## config.mk

```make
export PLATFORM = sky130hd
export DESIGN_NAME = acondicionador_boton_largo
export DESIGN_NICKNAME = d
export VERILOG_FILES = /design/src/rtl/acondicionador_boton_largo.sv
export SDC_FILE = /design/constraint.sdc
export NUM_CORES = 1
export LEC_CHECK = 0
export ABC_AREA = 1
export BUFFER_PORTS_ARGS = -buffer_cell sky130_fd_sc_hd__buf_2
export CAP_MARGIN = 20
export CORE_MARGIN = 2
export CORE_UTILIZATION = 55
export DETAILED_ROUTE_END_ITERATION = 16
export PLACE_DENSITY = 0.71
export SETUP_SLACK_MARGIN = 0.5
export SLEW_MARGIN = 15
export SYNTH_ARGS = -nofsm -noshare
export SYNTH_HDL_FRONTEND = slang
export SYNTH_SLANG_ARGS = --single-unit
```

## constraint.sdc

```tcl
create_clock -name clk -period 3.4 [get_ports clk]
set_input_delay 0.34 -clock clk [delete_from_list [all_inputs] [get_ports clk]]
set_output_delay 0.34 -clock clk [all_outputs]
set_load 0.02 [all_outputs]
```

## src/rtl/acondicionador_boton_largo.sv

```systemverilog
// rtl/acondicionador_boton_largo.sv - push-button conditioner: sync, debounce, short/hold press pulses
module acondicionador_boton_largo #(
  parameter int DEB_CYC  = 1_000_000,
  parameter int HOLD_CYC = 250_000_000,
  parameter bit ACT_LOW  = 1'b1
) (
  input  logic clk,
  input  logic reset,
  input  logic boton_raw,
  output logic boton_limpio,
  output logic pulso_corto,
  output logic pulso_5seg,
  output logic mantenido
);

  localparam int DW = $clog2(DEB_CYC);
  localparam int HW = $clog2(HOLD_CYC);

  typedef enum logic [1:0] {
    IDLE    = 2'd0,
    PRESSED = 2'd1,
    HELD    = 2'd2
  } estado_t;

  logic          nivel_raw;
  logic          sync_1;
  logic          sync_2;
  logic [DW-1:0] deb_cnt;
  logic [HW-1:0] hold_cnt;
  estado_t       estado;

  // Normalised so that 1 always means pressed from here on.
  assign nivel_raw = ACT_LOW ? ~boton_raw : boton_raw;

  always_ff @(posedge clk or negedge reset) begin
    if (!reset) begin
      sync_1 <= 1'b0;
      sync_2 <= 1'b0;
    end else begin
      sync_1 <= nivel_raw;
      sync_2 <= sync_1;
    end
  end

  // The counter only runs while the synced level disagrees with the clean one.
  always_ff @(posedge clk or negedge reset) begin
    if (!reset) begin
      deb_cnt      <= '0;
      boton_limpio <= 1'b0;
    end else if (sync_2 == boton_limpio) begin
      deb_cnt <= '0;
    end else if (deb_cnt == DW'(DEB_CYC - 1)) begin
      boton_limpio <= sync_2;
      deb_cnt      <= '0;
    end else begin
      deb_cnt <= deb_cnt + 1'b1;
    end
  end

  always_ff @(posedge clk or negedge reset) begin
    if (!reset) begin
      estado      <= IDLE;
      hold_cnt    <= '0;
      pulso_corto <= 1'b0;
      pulso_5seg  <= 1'b0;
      mantenido   <= 1'b0;
    end else begin
      pulso_corto <= 1'b0;
      pulso_5seg  <= 1'b0;
      case (estado)
        IDLE: begin
          if (boton_limpio) begin
            estado   <= PRESSED;
            hold_cnt <= '0;
          end
        end
        PRESSED: begin
          // Release is tested first so it wins over a coincident terminal count.
          if (!boton_limpio) begin
            estado      <= IDLE;
            pulso_corto <= 1'b1;
          end else if (hold_cnt == HW'(HOLD_CYC - 1)) begin
            estado     <= HELD;
            pulso_5seg <= 1'b1;
            mantenido  <= 1'b1;
          end else begin
            hold_cnt <= hold_cnt + 1'b1;
          end
        end
        HELD: begin
          if (!boton_limpio) begin
            estado    <= IDLE;
            mantenido <= 1'b0;
          end
        end
        default: begin
          estado    <= IDLE;
          mantenido <= 1'b0;
        end
      endcase
    end
  end

endmodule

```

==> flow_summary.json <==
{
  "finalSetupViolCount": 0,
  "number_of_cells_produced_by_synthesis": 491,
  "post-synth-top-count-cell": "sky130_fd_sc_hd__nand2_1",
  "detail_route.iter0.violations": 218,
  "clock_sinks": 56,
  "synth_top_cells_by_count": "sky130_fd_sc_hd__nand2_1 (158), sky130_fd_sc_hd__nor2_1 (89), sky130_fd_sc_hd__dfrtp_1 (56)",
  "area_share_of_the_largest_cell_type_after_synthesis_pct": 41.8,
  "final_layout_size_suffix_gt1_share_pct": 6.80,
  "clk_root_buffer_cell": "sky130_fd_sc_hd__clkbuf_8",
  "leakagePower_uw": 0.00146,
  "worst-slew-pin-transition_ps": 864,
  "synth_sequential_area_ratio_pct": 41.8,
  "reg2reg_slack_ps": 1380,
  "power_per_cell_area_nw_per_um2": 310,
  "min_period_over_period_pct": 59.5,
  "worst_path_largest_cell_delay_ps": 430,
  "area_growth_syn_to_layout_pct": 5.27,
  "place_hpwl_mm": 5.59,
  "post_cts.repair.setup_buffers": 0,
  "synth_area_per_cell_um2": 6.82,
  "numPortBuffers": 6,
  "route.detailed.vias_per_inst": 5.25,
  "regToRegEndpoint": "hold_cnt[7]",
  "layout_cell_area_excl_fill_um2": 3530,
  "overall_die_area_um2": 6730,
  "drtPass1Iterations": 5,
  "status": "complete, no violations",
  "dpl-instance-area_um2": 3430,
  "core_um2": 5920,
  "ir_drop_mv": 0.195,
  "netlist.top_cell.by_area": "sky130_fd_sc_hd__dfrtp_1",
  "gp_routability_congestion": 0.969,
  "nets": 504,
  "critPathMaxFanout": 49,
  "fraction_of_registers_with_async_set_or_reset_after_synthesis_pct": 100,
  "max_freq_ghz": 0.495,
  "grt_start_max_net_pins": 50,
  "numCtsBuffers": 5,
  "grt-ovfl-total": 0,
  "post_synthesis_cell_type_count": 28,
  "grt_pass1_vias": 2821,
  "path_clk_slew_ps": 110,
  "post_layout_min_period_ps": 2020,
  "ys_top_cells_by_area": "sky130_fd_sc_hd__dfrtp_1 (42%), sky130_fd_sc_hd__nand2_1 (18%), sky130_fd_sc_hd__nor2_1 (10%), sky130_fd_sc_hd__nand3_1 (6.3%), sky130_fd_sc_hd__inv_1 (5.7%)",
  "via_count": 3016,
  "initial_utilization_pct": 56.6,
  "io_pins": 7,
  "layout_setup_ws_ps": 1380,
  "htree_num_levels": 2,
  "fin_tns_setup_ps": 0,
  "cts.path.max_buffers": 2,
  "worst-r2r-cell-count": 10,
  "critPathCaptureType": "register",
  "cap_violations": 0,
  "ys_seq_elements": 56,
  "std_cell_rows": 28,
  "clk_latency_ps": 320,
  "cts_tree": "done",
  "die_width_um": 82.0,
  "mappedNetlistArea_um2": 3350,
  "routed_wirelength_mm": 7.33,
  "track_usage_pct": 25.4,
  "instances_no_fill": 575,
  "regToRegStartpoint": "hold_cnt[0]",
  "average_wire_per_standard_cell_um": 12.7,
  "post_cts_hold_buffer_count": 0,
  "yosysWarnings": 0,
  "grt_antenna_before_repair": 0,
  "grt_setup_unrepaired": "false",
  "arrival_ps": 2240,
  "final-max-slew-violation-count": 0,
  "slowest_stage": "sky130_fd_sc_hd__dfrtp_1",
  "fin_util_pct": 59.6,
  "worst_setup_slack_after_placement_ps": 1390,
  "mapped_nets": 496,
  "die_height_um": 82.0,
  "final.setup_skew_ps": 10.9,
  "ant_nets": 0,
  "number_of_flops_mapped_to_enable_cells_by_yosys": 0,
  "num_antenna_cells": 0,
  "drt_drc_violations_left": 0,
  "hold_path_class": "input pin to async pin",
  "report.final.hold_viol_count": 0,
  "dp_cell_count": 567,
  "worstPathCellList": "ha_1, nand2_2, nor2_4, nand2_1, nor2_2, nand2_2, nand2_4, inv_2, nand2_1, o21ai_2",
  "postSynth.topFlopCell": "sky130_fd_sc_hd__dfrtp_1",
  "worstSetupStartpointType": "register",
  "slew_headroom_pct": 42.4,
  "grt_first_pass_wirelength_mm": 13.2,
  "setup.worst_path.class": "register to register",
  "post_cts_resize_count": 0,
  "critPathRequiredTime_ps": 3620
}
flip-flops by register name, summed over array words and instances, names as in the netlist:
register and count:
boton_limpio 1, deb_cnt 20, estado 2, hold_cnt 28, mantenido 1, pulso_5seg 1, pulso_corto 1, sync_1 1
sync_2 1
per-layer routing:
layer  wire length (um)  global-route usage [%]  up-vias
li1                   -                       -     1562
met2               3080                    38.1       54
met1               3850                    38.5     1395
met3                346                    4.73        5
met5                  0                       0        -
met4                 50                    4.67        0
where the power goes:
group,switching [uW],total [uW],internal [uW]
sequential,2.82,672,670
combinational,20.9,26.6,5.69
clock,242,393,151
logic make-up (layout without fill, tap and decap cells):
group | after synthesis | in the layout | share of synthesized area, %
fa+ha+maj | 2 | 2 | 0.747
flops | 56 | 56 | 41.8
simple gates | 324 | 324 | 40.5
xor+xnor | 12 | 12 | 3.14
buf+inv | 61 | 70 | 7.77
compound gates | 36 | 36 | 5.98
per-stage QoR:
stage	hold slack, ps	total power (uW)
after detailed placement	339	714
after floorplan	44.4	695
after global routing	132	1130
after global placement	337	713
final	119	1090
after CTS	141	1100
placed cells by master, fill, tap and decap left out, types with 5 or more instances in the layout:
cell / instances
sky130_fd_sc_hd__a21oi_1: 5
sky130_fd_sc_hd__buf_2: 6
sky130_fd_sc_hd__clkbuf_8: 5
sky130_fd_sc_hd__dfrtp_1: 56
sky130_fd_sc_hd__inv_1: 51
sky130_fd_sc_hd__nand2_1: 158
sky130_fd_sc_hd__nand3_1: 42
sky130_fd_sc_hd__nand4_1: 9
sky130_fd_sc_hd__nor2_1: 89
sky130_fd_sc_hd__nor2_2: 6
sky130_fd_sc_hd__nor3_1: 12
sky130_fd_sc_hd__o21ai_0: 23
sky130_fd_sc_hd__xor2_1: 9
final cells by class:
cell class	instances	area [um^2]
multi-input combinational	374	1690
tap	75	93.8
timing repair buffer	8	45.0
clock inverter	3	26.3
sequential	56	1400
inverter	54	203
clock buffer	5	68.8
fill	606	2390
how the worst max path moves through the flow:
stage | start | slack, ps | to | cells past startpoint
floorplan | hold_cnt[0] | 1840 | hold_cnt[7] | 11
global placement | hold_cnt[0] | 1480 | hold_cnt[8] | 10
detailed placement | hold_cnt[0] | 1390 | hold_cnt[7] | 10
CTS | hold_cnt[0] | 1380 | hold_cnt[7] | 10
global route | hold_cnt[0] | 1140 | hold_cnt[8] | 10
finish | hold_cnt[0] | 1380 | hold_cnt[7] | 10
critical path, delay by kind of cell (launching register included):
kind / cells / cell delay [ps]
adders and majority gates: 1 / 270
AOI/OAI and AO/OA: 1 / 50
DFF: 1 / 430
and+or+nand+nor: 7 / 990
buffers and inverters: 1 / 160
Note: power is estimated with default switching activity, not from simulation.
